===== src/rtl/ucsbece154b_icache_lru.sv =====
`timescale 1ns/1ps
// ucsbece154b_icache_lru
// Set-associative instruction cache placed between instruction fetch and the
// SDRAM controller. Replacement is true LRU, tracked with one age counter per
// line. A miss refills the whole block as a wrapping burst that starts at the
// critical word. With CRITICAL_FIRST set, the fetch is answered as soon as that
// first word arrives. Flush invalidates every line in a single cycle.
//
// Ports
//   Clk, Reset              rising-edge clock, synchronous active-high reset
//   ReadEnable, ReadAddress fetch request (accepted only in IDLE)
//   Flush                   invalidate all lines (accepted only in IDLE)
//   Instruction, Ready      fetched word plus a one-cycle valid pulse
//   Busy                    a refill is in progress
//   MemReadAddress          word-aligned address of the critical word
//   MemReadRequest          refill request, held until the last beat
//   MemDataIn, MemDataReady refill beat data and its strobe
module ucsbece154b_icache_lru #(
  parameter int NUM_SETS       = 8,
  parameter int NUM_WAYS       = 4,
  parameter int BLOCK_WORDS    = 4,
  parameter int WORD_SIZE      = 32,
  parameter int CRITICAL_FIRST = 1
) (
  input  logic                 Clk,
  input  logic                 Reset,
  input  logic                 ReadEnable,
  input  logic [31:0]          ReadAddress,
  input  logic                 Flush,
  output logic [WORD_SIZE-1:0] Instruction,
  output logic                 Ready,
  output logic                 Busy,
  output logic [31:0]          MemReadAddress,
  output logic                 MemReadRequest,
  input  logic [31:0]          MemDataIn,
  input  logic                 MemDataReady
);

  localparam int OFFW = $clog2(BLOCK_WORDS);
  localparam int SETW = $clog2(NUM_SETS);
  localparam int WAYW = $clog2(NUM_WAYS);
  localparam int TAGW = 30 - OFFW - SETW;

  typedef enum logic [1:0] {IDLE, LOOKUP, REFILL} stateT;

  stateT stateQ;
  logic [29:0]     reqAddrQ;
  logic [OFFW-1:0] beatQ;
  logic [OFFW-1:0] beatD;
  logic [WAYW-1:0] victimQ;

  logic                 validQ [NUM_SETS][NUM_WAYS];
  logic [TAGW-1:0]      tagQ   [NUM_SETS][NUM_WAYS];
  logic [WAYW-1:0]      ageQ   [NUM_SETS][NUM_WAYS];
  logic [WORD_SIZE-1:0] dataQ  [NUM_SETS][NUM_WAYS][BLOCK_WORDS];

  logic [OFFW-1:0] reqOffset;
  logic [SETW-1:0] reqSet;
  logic [TAGW-1:0] reqTag;
  logic [OFFW-1:0] fillWord;
  logic            lastBeat;
  logic            beatAccepted;

  logic            hit;
  logic [WAYW-1:0] hitWay;
  logic            foundFree;
  logic [WAYW-1:0] victimWay;
  logic            lruEnable;
  logic [WAYW-1:0] lruWay;

  // Byte-offset bits of the fetch address never select anything
  logic unusedAddrBits;
  assign unusedAddrBits = ^ReadAddress[1:0];

  assign reqOffset = reqAddrQ[OFFW-1:0];
  assign reqSet    = reqAddrQ[OFFW+SETW-1:OFFW];
  assign reqTag    = reqAddrQ[29:OFFW+SETW];

  // The burst wraps around the block, so beat i lands at offset+i modulo
  // block size; the narrow adder supplies the wrap for free
  assign fillWord     = reqOffset + beatQ;
  assign beatD        = beatQ + OFFW'(1);
  assign lastBeat     = (beatQ == OFFW'(BLOCK_WORDS - 1));
  assign beatAccepted = (stateQ == REFILL) && MemDataReady;

  // Tag compare across all ways of the addressed set
  always_comb begin
    hit    = 1'b0;
    hitWay = '0;
    for (int k = 0; k < NUM_WAYS; k++) begin
      if (!hit && validQ[reqSet][k] && (tagQ[reqSet][k] == reqTag)) begin
        hit    = 1'b1;
        hitWay = WAYW'(k);
      end
    end
  end

  // Victim: lowest free way first, otherwise the way that has aged out
  always_comb begin
    foundFree = 1'b0;
    victimWay = '0;
    for (int k = 0; k < NUM_WAYS; k++) begin
      if (!foundFree && !validQ[reqSet][k]) begin
        foundFree = 1'b1;
        victimWay = WAYW'(k);
      end
    end
    if (!foundFree) begin
      for (int k = 0; k < NUM_WAYS; k++) begin
        if (ageQ[reqSet][k] == WAYW'(NUM_WAYS - 1)) begin
          victimWay = WAYW'(k);
        end
      end
    end
  end

  // A line becomes most recently used on a lookup hit or on a completed fill
  always_comb begin
    lruEnable = 1'b0;
    lruWay    = victimQ;
    if (stateQ == LOOKUP && hit) begin
      lruEnable = 1'b1;
      lruWay    = hitWay;
    end else if (beatAccepted && lastBeat) begin
      lruEnable = 1'b1;
    end
  end

  // Tag and data arrays carry no reset; reset only drops the valid bits.
  // Beats that arrive in the same cycle as reset are not written.
  always_ff @(posedge Clk) begin
    if (!Reset && beatAccepted) begin
      dataQ[reqSet][victimQ][fillWord] <= WORD_SIZE'(MemDataIn);
      if (lastBeat) begin
        tagQ[reqSet][victimQ] <= reqTag;
      end
    end
  end

  // Controller: FSM, registered outputs, valid bits and LRU ages
  always_ff @(posedge Clk) begin
    if (Reset) begin
      stateQ         <= IDLE;
      reqAddrQ       <= '0;
      beatQ          <= '0;
      victimQ        <= '0;
      Instruction    <= '0;
      Ready          <= 1'b0;
      Busy           <= 1'b0;
      MemReadRequest <= 1'b0;
      MemReadAddress <= '0;
      for (int s = 0; s < NUM_SETS; s++) begin
        for (int k = 0; k < NUM_WAYS; k++) begin
          validQ[s][k] <= 1'b0;
          ageQ[s][k]   <= WAYW'(k);
        end
      end
    end else begin
      Ready <= 1'b0;
      case (stateQ)
        IDLE: begin
          // Flush takes priority and swallows a simultaneous fetch
          if (Flush) begin
            for (int s = 0; s < NUM_SETS; s++) begin
              for (int k = 0; k < NUM_WAYS; k++) begin
                validQ[s][k] <= 1'b0;
              end
            end
          end else if (ReadEnable) begin
            reqAddrQ <= ReadAddress[31:2];
            stateQ   <= LOOKUP;
          end
        end
        LOOKUP: begin
          if (hit) begin
            Ready       <= 1'b1;
            Instruction <= dataQ[reqSet][hitWay][reqOffset];
            stateQ      <= IDLE;
          end else begin
            victimQ        <= victimWay;
            beatQ          <= '0;
            MemReadAddress <= {reqAddrQ, 2'b00};
            MemReadRequest <= 1'b1;
            Busy           <= 1'b1;
            stateQ         <= REFILL;
          end
        end
        REFILL: begin
          if (MemDataReady) begin
            beatQ <= beatD;
            // Early restart: the first beat is always the critical word
            if (CRITICAL_FIRST != 0 && beatQ == '0) begin
              Ready       <= 1'b1;
              Instruction <= WORD_SIZE'(MemDataIn);
            end
            if (lastBeat) begin
              validQ[reqSet][victimQ] <= 1'b1;
              MemReadRequest          <= 1'b0;
              Busy                    <= 1'b0;
              stateQ                  <= IDLE;
              // The critical word was stored on beat 0, so it is already
              // sitting in the data array by the time the last beat lands
              if (CRITICAL_FIRST == 0) begin
                Ready       <= 1'b1;
                Instruction <= dataQ[reqSet][victimQ][reqOffset];
              end
            end
          end
        end
        default: stateQ <= IDLE;
      endcase

      if (lruEnable) begin
        for (int k = 0; k < NUM_WAYS; k++) begin
          if (WAYW'(k) == lruWay) begin
            ageQ[reqSet][k] <= '0;
          end else if (validQ[reqSet][k] &&
                       (ageQ[reqSet][k] < ageQ[reqSet][lruWay])) begin
            ageQ[reqSet][k] <= ageQ[reqSet][k] + WAYW'(1);
          end
        end
      end
    end
  end

endmodule


===== config.mk =====
export PLATFORM = sky130hd
export DESIGN_NAME = ucsbece154b_icache_lru
export DESIGN_NICKNAME = d
export VERILOG_FILES = /design/src/rtl/ucsbece154b_icache_lru.sv
export SDC_FILE = /design/constraint.sdc
export NUM_CORES = 2
export LEC_CHECK = 0
export CAP_MARGIN = 20
export CORE_MARGIN = 4
export CORE_UTILIZATION = 30
export CTS_CLUSTER_DIAMETER = 200
export DETAILED_ROUTE_END_ITERATION = 8
export SETUP_SLACK_MARGIN = 0.2
export SKIP_CTS_REPAIR_TIMING = 1
export SLEW_MARGIN = 5
export SYNTH_ARGS = -nofsm -noshare
export SYNTH_HDL_FRONTEND = slang
export SYNTH_MEMORY_MAX_BITS = 65536
export SYNTH_SLANG_ARGS = --single-unit

===== constraint.sdc =====
create_clock -name Clk -period 5.3 [get_ports Clk]
set_input_delay 1.06 -clock Clk [delete_from_list [all_inputs] [get_ports Clk]]
set_output_delay 1.06 -clock Clk [all_outputs]
set_load 0.03 [all_outputs]

==> results.json <==
{
  "outcome": "completed",
  "syn_avg_cell_area_sq_um": 21.0,
  "vias": 100473,
  "drive_above_1_share_pct": 31.6,
  "synth_cell_type_count": 95,
  "crit_path_frequent_cell": "buf_12",
  "gr-usage-all-layers_pct": 15.3,
  "synth_most_common_cell": "edfxtp_1",
  "min_period_over_period_pct": 96.0,
  "synthTopCellsByArea": "edfxtp_1 (75%), mux4_2 (14%), mux2i_1 (1.4%), dfxtp_1 (1.4%), clkbuf_1 (0.82%)",
  "finalMaxSlewViolations": 0,
  "ys_seq_area_share_pct": 76.2,
  "finalPower_mw": 82.6,
  "tightest_slew_ns": 1.15,
  "netlist.area_leader.share_pct": 74.8,
  "power_density_nw_per_um2": 351,
  "reg2reg_depth": 22,
  "clkTransAtPathRegs_ns": 0.07,
  "slowest_stage": "mux4_2",
  "endpoint_kind": "flip-flop",
  "power_frac_comb_pct": 5.2,
  "first_global_vias": 100373,
  "io-pin-count": 136,
  "post_drt_via_cell_ratio": 5.15,
  "cp.arrival_ns": 6.11,
  "seqPwrFrac_pct": 53.6,
  "drc": 0,
  "wl_per_cell_um": 27.8,
  "clkPwrFrac_pct": 41.2,
  "hold_viol": 0,
  "r2r_end": "Instruction[26]",
  "whs_ns": 0.292,
  "die_w_um": 823,
  "cts-buffers-inserted": 482,
  "detail-route-antenna-nets": 0,
  "rows": 298,
  "n_fill_cell": 60361,
  "synth_edf_count": 4960,
  "power.leakage_nw": 71.4,
  "max_stage_delay_ns": 0.49,
  "cts.sinks": 5095,
  "multi_input_area_sq_um": 47200,
  "instances_no_fill": 19504,
  "gp_congestion": 0.829,
  "path_class": "flip-flop to flip-flop",
  "setup_violations": 0,
  "syn_area_sq_um": 199000,
  "cp_max_fo": 10,
  "antenna_found_initial": 28,
  "critPathRequiredTime_ns": 6.32,
  "hold_path_class": "primary input to flip-flop",
  "min_period_ns": 5.09,
  "crit_end": "Instruction[26]",
  "finalWorstSetupSlack_ns": 0.210,
  "nets": 10457,
  "ir_drop_v": 0.000358,
  "area_growth_pct": 18.3,
  "path_delay_family": "buffers and inverters",
  "p_switching_mw": 17.8,
  "synth_ff_type": "edfxtp_1",
  "cp_cell_sequence": "buf_12 -> buf_16 -> buf_16 -> buf_4 -> mux4_2 -> mux2i_2 -> xnor2_2 -> a2111o_1 -> nor4bb_2 -> nand4_1 -> buf_6 -> o211ai_1 -> clkbuf_16 -> buf_12 -> nand3_4 -> buf_12 -> buf_12 -> a21oi_1 -> a2111oi_0 -> buf_4 -> o211a_1 -> o31ai_1",
  "overflow": 0,
  "htree_levels": 5,
  "crit_buf_inv": 10,
  "drtIter0Drc": 11723,
  "fmax_ghz": 0.196,
  "grt_max_degree": 138,
  "yosysWarningCount": 0,
  "grt_pass1_wl_um": 761000,
  "first_pass_iters": 7,
  "die_y_um": 823,
  "netlist_instances": 9478,
  "clock_skew_ns": 0.162,
  "fp.dieArea_sq_um": 677000,
  "ys_seq_elements": 5095,
  "start_util_pct": 30.2,
  "pre_cts_ws_ns": -0.455,
  "wl_um": 542000,
  "synth_area_leader_cell": "edfxtp_1",
  "slew_headroom_pct": 22.9,
  "rsz0062_at_grt": "yes",
  "final_util_pct": 35.7,
  "cp.depth": 22,
  "post-place-cells": 18515,
  "port_buffers": 131,
  "register_area_sq_um": 152000,
  "cts_buffer_depth": 4,
  "synthArstFlopShare_pct": 0,
  "p_int_mw": 64.9,
  "cap_violations": 0,
  "r2r_slack_ns": 0.21,
  "p_sw_share_pct": 21.5,
  "cts_tree": "yes",
  "synth_commonest_cells": "edfxtp_1 (4960), mux4_2 (1226), clkbuf_1 (435)",
  "clock_latency_ns": 1.11,
  "core_sq_um": 660000,
  "startpoint_type": "flip-flop",
  "hpwl_um": 317000,
  "cts_root_buf": "clkbuf_16"
}
[cell families after synthesis]
| group | Yosys count | synth area share, % |
|---|---|---|
| adder cells (fa/ha/maj) | 10 | 0.0629 |
| XOR/XNOR | 64 | 0.282 |
| AO/OA/AOI/OAI | 1073 | 3.78 |
| flip-flops | 5095 | 76.2 |
| AND/OR/NAND/NOR | 1000 | 2.40 |
| multiplexers | 1622 | 15.9 |
| buffers and inverters | 613 | 1.36 |
| other | 1 | 0.00188 |
[metal layers]
metal	up-vias	part of all wire (%)	track usage (%)
met5	-	0.010	0
met1	54402	41	20.9
met2	3823	48	25.5
met3	774	6.9	2.27
li1	41466	-	-
met4	8	3.7	4.85
[cell type report]
cell class              count  area share (%)
repair buffers           1014            4.34
clock buffers             596            5.35
inverters                  14          0.0234
multi-input cells        3771            20.0
well taps                8700            4.62
diodes                     13          0.0138
flip-flops and latches   5095            64.4
clock inverters           301            1.21
[per-stage QoR]
stage | setup TNS [ns] | instance area [sq um]
after floorplan | 0 | 199000
after global placement | -5.25 | 218000
after detailed placement | -5.25 | 218000
after CTS | -4.60 | 233000
after global routing | 0 | 235000
final | 0 | 235000
[worst min-delay path by stage]
| stage | cells past startpoint | end | slack [ns] | startpoint |
|---|---|---|---|---|
| 6_report | 1 | dataQ[0][290] | 0.29 | MemDataIn[2] |
| 5_1_grt | 1 | dataQ[0][290] | 0.25 | MemDataIn[2] |
| 4_1_cts | 1 | dataQ[0][290] | 0.18 | MemDataIn[2] |
| 3_5_place_dp | 1 | validQ[7][1] | 0.43 | validQ[7][1] |
| 3_3_place_gp | 1 | validQ[5][1] | 0.43 | validQ[5][1] |
| 2_1_floorplan | 1 | validQ[1][1] | 0.42 | validQ[1][1] |
[power groups by stage]
stage | sequential [mW] | combinational [mW] | clock (mW)
detailed placement | 45.2 | 4.12 | 0
global placement | 45.2 | 4.09 | 0
floorplan | 45.2 | 1.97 | 0
CTS | 44.3 | 4.13 | 34.7
global route | 44.3 | 4.49 | 36.3
finish | 44.3 | 4.26 | 34.1
[placed cells by master, fill, tap and decap left out, types with 56 or more instances in the layout]
cell type | synthesis | routed
buf_12 | 0 | 147
clkbuf_16 | 0 | 501
a22oi_1 | 60 | 60
nand2_1 | 242 | 240
nand3_1 | 272 | 267
mux2_2 | 77 | 78
buf_4 | 37 | 724
clkbuf_1 | 435 | 104
nor2_1 | 245 | 82
mux2i_1 | 273 | 262
mux4_2 | 1226 | 1226
a21bo_2 | 124 | 124
edfxtp_1 | 4960 | 4960
nor2_4 | 0 | 140
o211a_1 | 62 | 60
nor3_1 | 59 | 56
dfxtp_1 | 135 | 130
o21ai_0 | 189 | 187
clkinv_2 | 0 | 103
clkdlybuf4s50_1 | 0 | 98
clkinv_1 | 0 | 113
a21oi_1 | 277 | 197
[sequential cells by signal, indices dropped and copies added, names as in the netlist, named ones only]
| signal | count |
|---|---|
| Instruction | 32 |
| MemReadAddress | 30 |
| MemReadRequest | 1 |
| Ready | 1 |
| ageQ | 64 |
| beatQ | 2 |
| dataQ | 4096 |
| reqAddrQ | 30 |
| stateQ | 2 |
| tagQ | 800 |
| validQ | 32 |
| victimQ | 2 |
[worst register-to-register path, cell delays in order (launching register included)]
cell       delay, ns
dfxtp_4         0.37
buf_12          0.17
buf_16          0.16
buf_16          0.15
buf_4           0.13
mux4_2          0.49
mux2i_2         0.22
xnor2_2         0.13
a2111o_1        0.32
nor4bb_2        0.35
nand4_1         0.26
buf_6           0.22
o211ai_1        0.15
clkbuf_16       0.24
buf_12          0.14
nand3_4         0.18
buf_12          0.25
buf_12          0.15
a21oi_1         0.31
a2111oi_0       0.12
buf_4           0.17
o211a_1         0.19
o31ai_1         0.23
(Power assumes the default switching activity.)
